[config.mk]
export PLATFORM = sky130hd
export DESIGN_NAME = audio_stream_fifo
export DESIGN_NICKNAME = d
export VERILOG_FILES = /design/src/rtl/audio_stream_pkg.sv /design/src/rtl/sync_fifo_ram.sv /design/src/rtl/audio_stream_fifo.sv
export SDC_FILE = /design/constraint.sdc
export NUM_CORES = 2
export LEC_CHECK = 0
export BUFFER_PORTS_ARGS = -buffer_cell sky130_fd_sc_hd__buf_2
export CAP_MARGIN = 20
export CORE_MARGIN = 1.5
export CORE_UTILIZATION = 60
export DETAILED_ROUTE_END_ITERATION = 6
export PLACE_DENSITY_LB_ADDON = 0.2
export SLEW_MARGIN = 10
export SYNTH_ARGS = -nofsm -noshare
export SYNTH_HDL_FRONTEND = slang
export SYNTH_SLANG_ARGS = --single-unit
[constraint.sdc]
create_clock -name clk -period 5.03 [get_ports clk]
set_clock_uncertainty 0.2 [all_clocks]
set_input_delay 1.006 -clock clk [delete_from_list [all_inputs] [get_ports clk]]
set_output_delay 1.006 -clock clk [all_outputs]
set_load 0.01 [all_outputs]
[src/rtl/audio_stream_pkg.sv]
// audio_stream_pkg
//   Shared constants for the audio sample FIFO: register word indices
//   (wb_adr_i[4:2]), CTRL/STAT bit positions, default sample width and
//   the unity gain value used by the optional volume stage.
package audio_stream_pkg;

  localparam int SAMPLE_W_DEF = 24;

  // Word index of each register (byte offset >> 2)
  localparam logic [2:0] REG_CTRL  = 3'd0;  // 0x00
  localparam logic [2:0] REG_STAT  = 3'd1;  // 0x04
  localparam logic [2:0] REG_LEFT  = 3'd2;  // 0x08
  localparam logic [2:0] REG_RIGHT = 3'd3;  // 0x0C
  localparam logic [2:0] REG_UNDR  = 3'd4;  // 0x10
  localparam logic [2:0] REG_VOL   = 3'd5;  // 0x14

  localparam int CTRL_EN_BIT    = 0;
  localparam int CTRL_FLUSH_BIT = 1;
  localparam int CTRL_THR_LSB   = 8;
  localparam int CTRL_THR_MSB   = 15;

  localparam int STAT_EMPTY_BIT = 16;
  localparam int STAT_FULL_BIT  = 17;
  localparam int STAT_IRQ_BIT   = 18;
  localparam int STAT_OVF_BIT   = 19;

  typedef logic [8:0] gain_t;
  localparam gain_t GAIN_UNITY = 9'd256;

endpackage

[src/rtl/sync_fifo_ram.sv]
// sync_fifo_ram
//   Single-clock FIFO storage with wrapping read/write pointers and an
//   explicit level counter. Read data is the current head (combinational).
// Ports
//   clk, rstn        clock, async active-low reset
//   flush            clears pointers and level; overrides push and pop
//   push, wdata      write one entry (ignored when full)
//   pop              advance the head (ignored when empty)
//   rdata            head entry
//   level            entries held, DEPTH_LOG2+1 bits
//   full, empty      status flags
module sync_fifo_ram #(
  parameter int WIDTH      = 48,
  parameter int DEPTH_LOG2 = 6
) (
  input  logic                  clk,
  input  logic                  rstn,
  input  logic                  flush,
  input  logic                  push,
  input  logic                  pop,
  input  logic [WIDTH-1:0]      wdata,
  output logic [WIDTH-1:0]      rdata,
  output logic [DEPTH_LOG2:0]   level,
  output logic                  full,
  output logic                  empty
);

  localparam int DEPTH = 1 << DEPTH_LOG2;

  logic [WIDTH-1:0]      mem [DEPTH];
  logic [DEPTH_LOG2-1:0] wr_ptr;
  logic [DEPTH_LOG2-1:0] rd_ptr;
  logic                  do_push;
  logic                  do_pop;

  assign full    = (level == {1'b1, {DEPTH_LOG2{1'b0}}});
  assign empty   = (level == '0);
  assign do_push = push && !full && !flush;
  assign do_pop  = pop && !empty && !flush;
  assign rdata   = mem[rd_ptr];

  always_ff @(posedge clk) begin
    if (do_push) mem[wr_ptr] <= wdata;
  end

  always_ff @(posedge clk or negedge rstn) begin
    if (!rstn) begin
      wr_ptr <= '0;
      rd_ptr <= '0;
      level  <= '0;
    end else if (flush) begin
      wr_ptr <= '0;
      rd_ptr <= '0;
      level  <= '0;
    end else begin
      if (do_push) wr_ptr <= wr_ptr + 1'b1;
      if (do_pop)  rd_ptr <= rd_ptr + 1'b1;
      case ({do_push, do_pop})
        2'b10:   level <= level + 1'b1;
        2'b01:   level <= level - 1'b1;
        default: level <= level;
      endcase
    end
  end

endmodule

[src/rtl/audio_stream_fifo.sv]
// audio_stream_fifo
//   Wishbone-slave stereo sample buffer feeding i2s_master. The CPU stages a
//   left sample, then writing the right sample pushes the pair. Pairs are
//   popped to frame_l_o/frame_r_o with a one-cycle frame_valid_o strobe
//   whenever enabled, non-empty and the sink is not full.
//   Build option AUDIO_FIFO_VOLUME_EN adds a VOLUME register (0x14) and a
//   saturating gain stage, which adds one cycle of output latency.
// Ports
//   clk, rstn                     SoC clock, async active-low reset
//   wb_adr_i/dat_i/sel_i/we_i/stb_i  Wishbone request (only adr[4:2] decoded)
//   wb_dat_o, wb_ack_o, wb_stall_o   Wishbone response (ack 1 cycle after stb)
//   frame_l_o, frame_r_o, frame_valid_o  sample pair to i2s_master
//   sink_full_i                   i2s_master cannot accept a frame
//   irq_o                         level IRQ: enable && level <= threshold
module audio_stream_fifo
  import audio_stream_pkg::*;
#(
  parameter int          SAMPLE_W   = SAMPLE_W_DEF,
  parameter int          DEPTH_LOG2 = 6,
  parameter logic [31:0] BASE_ADDR  = 32'hF000_0100
) (
  input  logic                clk,
  input  logic                rstn,
  input  logic [31:0]         wb_adr_i,
  input  logic [31:0]         wb_dat_i,
  input  logic [3:0]          wb_sel_i,
  input  logic                wb_we_i,
  input  logic                wb_stb_i,
  output logic [31:0]         wb_dat_o,
  output logic                wb_ack_o,
  output logic                wb_stall_o,
  output logic [SAMPLE_W-1:0] frame_l_o,
  output logic [SAMPLE_W-1:0] frame_r_o,
  output logic                frame_valid_o,
  input  logic                sink_full_i,
  output logic                irq_o
);

  localparam int PAIR_W = 2 * SAMPLE_W;

  logic [2:0]            reg_idx;
  logic                  bus_wr;
  logic                  bus_rd;
  logic                  ctrl_en;
  logic [7:0]            irq_thr;
  logic [SAMPLE_W-1:0]   left_stage;
  logic [15:0]           undr_cnt;
  logic                  ovf_sticky;
  logic                  starved;
  logic                  starved_q;
  logic                  flush;
  logic                  push_req;
  logic                  pop;
  logic [PAIR_W-1:0]     head;
  logic [DEPTH_LOG2:0]   level;
  logic                  full;
  logic                  empty;
  logic [31:0]           stat_word;
  logic [31:0]           rd_mux;
  logic                  unused_bits;

  assign reg_idx    = wb_adr_i[4:2];
  assign bus_wr     = wb_stb_i && wb_we_i;
  assign bus_rd     = wb_stb_i && !wb_we_i;
  assign wb_stall_o = 1'b0;

  // Flush is a write-side pulse only; the bit is never stored
  assign flush    = bus_wr && (reg_idx == REG_CTRL) && wb_dat_i[CTRL_FLUSH_BIT];
  assign push_req = bus_wr && (reg_idx == REG_RIGHT);
  assign pop      = ctrl_en && !empty && !sink_full_i && !flush;
  assign starved  = ctrl_en && empty && !sink_full_i;
  assign irq_o    = ctrl_en && (32'(level) <= 32'(irq_thr));

  sync_fifo_ram #(
    .WIDTH      (PAIR_W),
    .DEPTH_LOG2 (DEPTH_LOG2)
  ) u_fifo (
    .clk   (clk),
    .rstn  (rstn),
    .flush (flush),
    .push  (push_req),
    .pop   (pop),
    .wdata ({left_stage, wb_dat_i[SAMPLE_W-1:0]}),
    .rdata (head),
    .level (level),
    .full  (full),
    .empty (empty)
  );

`ifdef AUDIO_FIFO_VOLUME_EN
  gain_t gain;

  function automatic logic signed [SAMPLE_W-1:0] sat_sample(
    input logic signed [SAMPLE_W+1:0] v
  );
    // Top three bits agree -> value already fits in SAMPLE_W
    if ((v[SAMPLE_W+1:SAMPLE_W-1] == 3'b000) || (v[SAMPLE_W+1:SAMPLE_W-1] == 3'b111))
      return v[SAMPLE_W-1:0];
    else if (v[SAMPLE_W+1])
      return {1'b1, {(SAMPLE_W-1){1'b0}}};
    else
      return {1'b0, {(SAMPLE_W-1){1'b1}}};
  endfunction

  function automatic logic signed [SAMPLE_W-1:0] apply_gain(
    input logic signed [SAMPLE_W-1:0] s,
    input gain_t                      g
  );
    logic signed [SAMPLE_W+9:0] prod;
    logic signed [SAMPLE_W+1:0] scaled;
    prod   = s * $signed({1'b0, g});
    scaled = prod[SAMPLE_W+9:8];  // arithmetic >>> 8
    return sat_sample(scaled);
  endfunction

  logic signed [SAMPLE_W-1:0] l_p1;
  logic signed [SAMPLE_W-1:0] r_p1;
  logic                       vld_p1;

  // Stage p1: capture popped head
  always_ff @(posedge clk or negedge rstn) begin
    if (!rstn) begin
      vld_p1 <= 1'b0;
      l_p1   <= '0;
      r_p1   <= '0;
    end else begin
      vld_p1 <= pop;
      if (pop) begin
        l_p1 <= head[PAIR_W-1:SAMPLE_W];
        r_p1 <= head[SAMPLE_W-1:0];
      end
    end
  end

  // Stage p2: gain, saturate, present to sink
  always_ff @(posedge clk or negedge rstn) begin
    if (!rstn) begin
      frame_valid_o <= 1'b0;
      frame_l_o     <= '0;
      frame_r_o     <= '0;
    end else begin
      frame_valid_o <= vld_p1;
      if (vld_p1) begin
        frame_l_o <= apply_gain(l_p1, gain);
        frame_r_o <= apply_gain(r_p1, gain);
      end
    end
  end

  always_ff @(posedge clk or negedge rstn) begin
    if (!rstn)
      gain <= GAIN_UNITY;
    else if (bus_wr && (reg_idx == REG_VOL))
      gain <= wb_dat_i[8:0];
  end

  assign unused_bits = ^{wb_sel_i, wb_dat_i, wb_adr_i[31:5], wb_adr_i[1:0], BASE_ADDR[0]};
`else
  // Stage p1: popped head straight to sink
  always_ff @(posedge clk or negedge rstn) begin
    if (!rstn) begin
      frame_valid_o <= 1'b0;
      frame_l_o     <= '0;
      frame_r_o     <= '0;
    end else begin
      frame_valid_o <= pop;
      if (pop) begin
        frame_l_o <= head[PAIR_W-1:SAMPLE_W];
        frame_r_o <= head[SAMPLE_W-1:0];
      end
    end
  end

  assign unused_bits = ^{wb_sel_i, wb_dat_i, wb_adr_i[31:5], wb_adr_i[1:0], BASE_ADDR[0],
                         GAIN_UNITY};
`endif

  always_ff @(posedge clk or negedge rstn) begin
    if (!rstn) begin
      ctrl_en    <= 1'b0;
      irq_thr    <= '0;
      left_stage <= '0;
      undr_cnt   <= '0;
      ovf_sticky <= 1'b0;
      starved_q  <= 1'b0;
    end else begin
      starved_q <= starved;
      if (bus_wr && (reg_idx == REG_CTRL)) begin
        ctrl_en <= wb_dat_i[CTRL_EN_BIT];
        irq_thr <= wb_dat_i[CTRL_THR_MSB:CTRL_THR_LSB];
      end
      if (flush)
        left_stage <= '0;
      else if (bus_wr && (reg_idx == REG_LEFT))
        left_stage <= wb_dat_i[SAMPLE_W-1:0];
      if (bus_wr && (reg_idx == REG_UNDR)) begin
        undr_cnt   <= '0;
        ovf_sticky <= 1'b0;
      end else begin
        // Count entries into starvation, not starved cycles
        if (starved && !starved_q && (undr_cnt != 16'hFFFF))
          undr_cnt <= undr_cnt + 16'd1;
        if (push_req && full)
          ovf_sticky <= 1'b1;
      end
    end
  end

  always_comb begin
    stat_word                 = '0;
    stat_word[DEPTH_LOG2:0]   = level;
    stat_word[STAT_EMPTY_BIT] = empty;
    stat_word[STAT_FULL_BIT]  = full;
    stat_word[STAT_IRQ_BIT]   = irq_o;
    stat_word[STAT_OVF_BIT]   = ovf_sticky;
  end

  always_comb begin
    rd_mux = '0;
    case (reg_idx)
      REG_CTRL: begin
        rd_mux[CTRL_EN_BIT]               = ctrl_en;
        rd_mux[CTRL_THR_MSB:CTRL_THR_LSB] = irq_thr;
      end
      REG_STAT: rd_mux = stat_word;
      REG_UNDR: rd_mux[15:0] = undr_cnt;
`ifdef AUDIO_FIFO_VOLUME_EN
      REG_VOL:  rd_mux[8:0] = gain;
`endif
      default:  rd_mux = '0;
    endcase
  end

  always_ff @(posedge clk or negedge rstn) begin
    if (!rstn) begin
      wb_ack_o <= 1'b0;
      wb_dat_o <= '0;
    end else begin
      wb_ack_o <= wb_stb_i;
      wb_dat_o <= bus_rd ? rd_mux : '0;
    end
  end

endmodule

Word level (Yosys, flattened, before mapping)
Memory sizes are Yosys's and may differ from the RTL's. A register that Yosys moved wholly into a read port is not among the register bits.
Index checks and enable logic that the tools add are counted.
Word-level totals
  flip-flop bits (word level): 104
  bits in latches: 0
  memory bits (writable): 3072
  memory bits (read-only): 0
  input bits: 73
  word-level logic and storage cells: 81
  memories: 1
Memories
  u_fifo.mem: words 64, width 48, read ports 1, clocked after memory_dff 1, write ports 1, line sync_fifo_ram.sv:30  | logic [WIDTH-1:0] mem [DEPTH];
Operators by class
  add/subtract/negate cells: 5
  multiply operators: 0
  divide/modulo/power cells: 0
  magnitude comparators: 1
  equality and inequality tests: 8
  shifts and indexed selects: 0
  multiplexer cells: 19
  bitwise logic cells: 0
  reductions and logical operators: 35
Operators with widths (count)
  24-bit 2-to-1 mux: 2
  16-bit 2-to-1 mux: 2
  32-bit 2-to-1 mux: 1
  7-bit case mux with 2 select lines: 2
  6-bit 2-to-1 mux: 4
  1-bit logical AND: 20
  16-bit by 1-bit adder with 16-bit output (second input constant): 1
  16-bit != test (second input constant): 1
  8-bit case mux with 2 select lines: 1
  6-bit by 1-bit adder with 6-bit output (second input constant): 2
  2-bit nonzero test: 5
  7-bit by 8-bit <= comparator with 1-bit output: 1
  7-bit by 1-bit adder with 7-bit output (second input constant): 1
  7-bit equality test (second input constant): 1
  1-bit logical NOT: 7
  7-bit logical NOT: 1
  7-bit 2-to-1 mux: 1
  7-bit by 1-bit subtractor with 7-bit output (second input constant): 1
  3-bit by 2-bit equality test with 1-bit output (second input constant): 2
  1-bit 2-to-1 mux: 4
  4-bit 2-to-1 mux: 1
  3-bit by 1-bit equality test with 1-bit output (second input constant): 1
  3-bit equality test (second input constant): 1
  3-bit logical NOT: 1
  4 further kinds: 4

Depth between registers and ports, before layout
  depth after elaboration: 10
  mapped depth: 13
  mapped depth without buffers: 10

Hierarchy
A second synthesis with hierarchy kept.
Second synthesis, totals
  cell total of the unflattened synthesis: 5166
  area total of the unflattened synthesis: 122701.4 sq um
By module, submodules not included
  sync_fifo_ram: times used 1, cells each 4716, area an instance 117436.4 sq um, sequential area each 92723.9 sq um
  audio_stream_fifo: times used 1, cells each 450, area an instance 5265.0 sq um, sequential area each 3027.9 sq um

Worst setup path after synthesis
No wires, ideal clock.
  kind: input port to flip-flop
  start: in wb_adr_i[3]
  end: mem u_fifo.mem[61][0] (enable)
  arrival: 4374 ps
  data required time: 4376 ps
  path slack: 2 ps
  stages: 6
  path through: clkbuf_1 -> and4b_1 -> o2111ai_1 -> or3b_2 -> clkbuf_1 -> nor2_1
On the way
  word-level cells in the longest chain between the ends: 7
  elaborated cells between the ends (all ways): 10
  those cells by class: eq/ne: 1; mux: 2; reduce/logical: 7
RTL lines
  from (decl): line audio_stream_fifo.sv:24  | input logic [31:0] wb_adr_i,
  3-bit logical NOT: line audio_stream_fifo.sv:68  | assign flush = bus_wr && (reg_idx == REG_CTRL) && wb_dat_i[CTRL_FLUSH_BIT];
  1-bit logical AND (2 in series): line audio_stream_fifo.sv:68
  1-bit logical NOT: line sync_fifo_ram.sv:38  | assign do_push = push && !full && !flush;
  1-bit logical AND *: line sync_fifo_ram.sv:38
  1-bit 2-to-1 mux *: line sync_fifo_ram.sv:43  | if (do_push) mem[wr_ptr] <= wdata;
  1-bit 2-to-1 mux (not written as such) *: line sync_fifo_ram.sv:43
  to (decl): line sync_fifo_ram.sv:30
Every way passes the cells marked *; elsewhere a longest branch is shown, timed or not.

Worst setup path after layout
  start: reg u_fifo.level[5]
  end: out irq_o
On the way
  word-level cells in the longest chain between the ends: 2
RTL lines
  from (decl): line sync_fifo_ram.sv:23  | output logic [DEPTH_LOG2:0] level,
  from (signal assigned): line sync_fifo_ram.sv:59  | 2'b10: level <= level + 1'b1;
  from (signal assigned): line sync_fifo_ram.sv:60  | 2'b01: level <= level - 1'b1;
  from (signal assigned): line sync_fifo_ram.sv:61  | default: level <= level;
  7-bit by 8-bit <= comparator with 1-bit output: line audio_stream_fifo.sv:72  | assign irq_o = ctrl_en && (32'(level) <= 32'(irq_thr));
  1-bit logical AND: line audio_stream_fifo.sv:72
  to (decl): line audio_stream_fifo.sv:36  | output logic irq_o
Every way passes these cells.

==> impl_results.md <==
- IO Pins: between 150 and 200
- Largest net degree at the start of global routing: 123
- Drt first pass iters: 5
- Routed Antenna Nets: 0
- Seq pwr share: 0.440
- Port Buffers: a little over 100
- Crit-path cells: ha_1 > a21o_1 > a21oi_1 > a211o_1 > a31oi_1 > nor2b_1 > buf_2
- Placed cell areas: 0.130 mm^2
- TNS Setup: 0 ns
- Clk pwr share: 0.316
- Yosys top cell by area: edfxtp_1
- Commonest cells in the netlist: 3072 x edfxtp_1, 545 x mux2i_1, 384 x mux4_2
- Final-report hold violation count: 0
- Tcrit/Tclk final: 0.807
- Share of cells above drive strength 1: 0.238
- Area share of the largest cell type after synthesis: 0.746
- Drt first-iter violations: 8391
- CP max stage delay: roughly 0.50 ns
- Filler Cell Count: 12.7k
- Critical path fanouts, max: 7
- Startpoint types: flop
- Mapped Avg Cell Area: just under 20 um^2
- Die Area: between 0.2 and 0.25 mm^2
- Row count: ~170
- Synthesized instance count: between 6k and 7k
- Static Leak: 45.6 nW
- Initial antenna violation count: 13
- Crit. End Element: output pin
- Total GRT Usage: 0.302
- Tmin final: slightly above 4 ns
- Clk_lat worst skew: ~0.95 ns
- Overflow after GRT: 0
- Comb power frac: 0.244
- DRT Wirelength: between 300 and 400 mm
- H-Tree Depth: 5
- Sequential share of the synthesized area: 0.774
- Least-Margin Pin Slew: ~1.1 ns
- Top FF cell, synth: edfxtp_1
- Clock Root Buffer: clkbuf_16
- #FFs+latches synth: between 3k and 4k
- Setup violations, final: 0
- TritonCTS buffer count: 325
- Status: finished clean
- Worst rel slew slack: 0.259
- Final Slew Violations: 0
- RSZ-0062 raised after global routing: no
- Post-synth EDFFs: ~3k
- Max frequency: around 250 MHz
- Clk sink count: 3212
- Clock transition at path regs: roughly 0.07 ns
- Register area: 0.0958 mm^2
- Clock Path Buffers: 4
- Syn. warnings: 0
- Chip height: between 400 and 500 um
- Vias in the first global route: roughly 64k
- WP data required: between 3 and 4 ns
- Initial Util: 0.604
- Finished layout cell area: between 0.1 and 0.15 mm^2
- Worst hold path class: in -> reg
- Area grow syn2layout: 13.0%
- Pwr dens: 507 mW/mm^2
- DRC Markers: 0
- Total number of vias: between 60k and 70k
- First-pass GRT wire length: ~450 mm
- Synth async-reset ratio: 0.0436
- Final nets: roughly 6.7k
- P_int: slightly above 0.05 W
- Via density: between 6 and 7
- Critical path class: reg -> out
- Max IR drop VDD: 0.512 mV
- CTS tree: done
- Switching Power: a little over 0.02 W
- Syn Std Cell Area: between 0.1 and 0.15 mm^2
- Chip Width: around 460 um
- Top post-synthesis cells by area: edfxtp_1 75%, mux4_2 7.0%, mux2i_1 4.4%
- Max Cap Viol: 0
- Multi-input gate area: 0.0270 mm^2
- Core box area: slightly above 0.2 mm^2
- Switching share of power: 0.289
- DR WL/cell: between 30 and 40 um
- Detailed Place HPWL: between 150 and 200 mm
- Post_cts resized: 0
- Arr. time, crit path: 2.85 ns
- Slowest-stage cell, CP: dfrtp_1
- Top-count cell post-synth: edfxtp_1
- GPL Wtd Cong: between 0.8 and 0.9
- Synth cell types: 56
==> final timing paths <==
kind                                                    from                          to  slack [ns]  cells after the start
max in group asynchronous                               rstn  left_stage[22]$_DFFE_PN0P_        3.29                      3
worst min-delay path                             wb_adr_i[3]       wb_dat_o[0]$_DFF_PN0_        0.21                      2
worst max-delay path             u_fifo.level[5]$_DFFE_PN0P_                       irq_o        0.97                      7
worst max register to register  u_fifo.rd_ptr[3]$_DFFE_PN0P_    frame_r_o[6]$_DFFE_PN0N_        1.02                      7
worst min register to register      frame_r_o[1]$_DFFE_PN0N_    frame_r_o[1]$_DFFE_PN0N_        0.31                      2
min in group asynchronous                               rstn       wb_dat_o[0]$_DFF_PN0_        0.26                      2
==> layer usage <==
layer,vias up,routed length [um],GRT usage
met4,6,15600,0.138
met1,33800,121000,0.424
met5,-,35,0
li1,26500,-,-
met3,692,29900,0.0528
met2,3491,149000,0.469
==> power groups by stage <==
stage	Sequential (W)	Clock, W	Combinational (W)
final	0.0311	0.0224	0.0173
after global routing	0.0312	0.0236	0.0182
after CTS	0.0314	0.0226	0.0169
after detailed placement	0.0320	0	0.0168
after global placement	0.0319	0	0.0166
after floorplan	0.0313	0	0.0111
==> repair_timing <==
| item | CTS | global route |
|---|---|---|
| hold buffers | 2 | 0 |
| setup buffers | 0 | 0 |
| hold endpoints to repair | 19 | 0 |
==> sequential cells by signal, indices dropped and copies added, names as in the netlist <==
signal and count:
ctrl_en 1, frame_l_o 24, frame_r_o 24, frame_valid_o 1
irq_thr 8, left_stage 24, ovf_sticky 1, starved_q 1
u_fifo.level 7, u_fifo.mem 3072, u_fifo.rd_ptr 6, u_fifo.wr_ptr 6
undr_cnt 16, wb_ack_o 1, wb_dat_o 20
==> worst max-delay path: cells and delay by family (launching register included) <==
kind / cells / cell delay [ns]
and+or+nand+nor: 1 / 0.10
adders and majority gates: 1 / 0.36
AOI/OAI and AO/OA: 4 / 0.81
DFF: 1 / 0.50
buffers and inverters: 1 / 0.15
==> layout make-up <==
| cell class | instances | share of cell area |
|---|---|---|
| diodes | 8 | 0.000143 |
| inverters | 17 | 0.000457 |
| flip-flops and latches | 3212 | 0.686 |
| well taps | 2688 | 0.0241 |
| clock inverters | 137 | 0.00792 |
| multi-input cells | 2703 | 0.193 |
| repair buffers | 378 | 0.0277 |
| clock buffers | 411 | 0.0607 |
==> metrics by stage <==
step	hold slack, ns	setup WS (ns)	util	total power, W	cells
after detailed placement	0.291	0.892	0.633	0.0487	8977
final	0.207	0.971	0.682	0.0708	9554
after CTS	0.142	0.896	0.680	0.0709	9527
after floorplan	0.270	0.00196	-	0.0425	6315
after global routing	0.177	0.867	0.682	0.0730	9547
after global placement	0.288	0.953	0.633	0.0485	8977
==> logic make-up (layout without fill, tap and decap cells) <==
family          after synthesis  count (layout)  synth area share
flops                      3212            3212             0.774
mux                        1274            1274             0.145
compound gates              743             743            0.0389
simple gates                635             635            0.0256
buf+inv                     400             943            0.0127
xor+xnor                     22              22           0.00156
fa+ha+maj                    16              16           0.00168
other cells                   1              21         0.0000303
==> layout by cell type, fill, tap and decap left out, drive strengths merged, types with 4 or more instances in the layout <==
cell | netlist | layout
nor4 | 10 | 10
xor2 | 4 | 4
conb | 1 | 13
nand4 | 10 | 10
xnor2 | 18 | 18
mux2i | 545 | 545
ha | 15 | 15
nand2 | 126 | 126
o211ai | 51 | 51
edfxtp | 3072 | 3072
and2 | 5 | 5
nor3 | 155 | 155
mux4 | 384 | 384
buf | 119 | 375
nand3 | 14 | 14
mux2 | 345 | 345
a211oi | 146 | 146
a21oi | 35 | 35
clkbuf | 264 | 412
a22oi | 48 | 48
o22ai | 336 | 336
diode | 0 | 8
nor2 | 165 | 165
inv | 17 | 22
o21ai | 110 | 110
bufinv | 0 | 18
or3b | 6 | 6
nand3b | 5 | 5
nand2b | 8 | 8
clkinv | 0 | 112
a22o | 6 | 6
nor2b | 54 | 54
or4 | 50 | 50
dfrtp | 140 | 140
or3 | 8 | 8
Power figures use the tool's default switching activity.
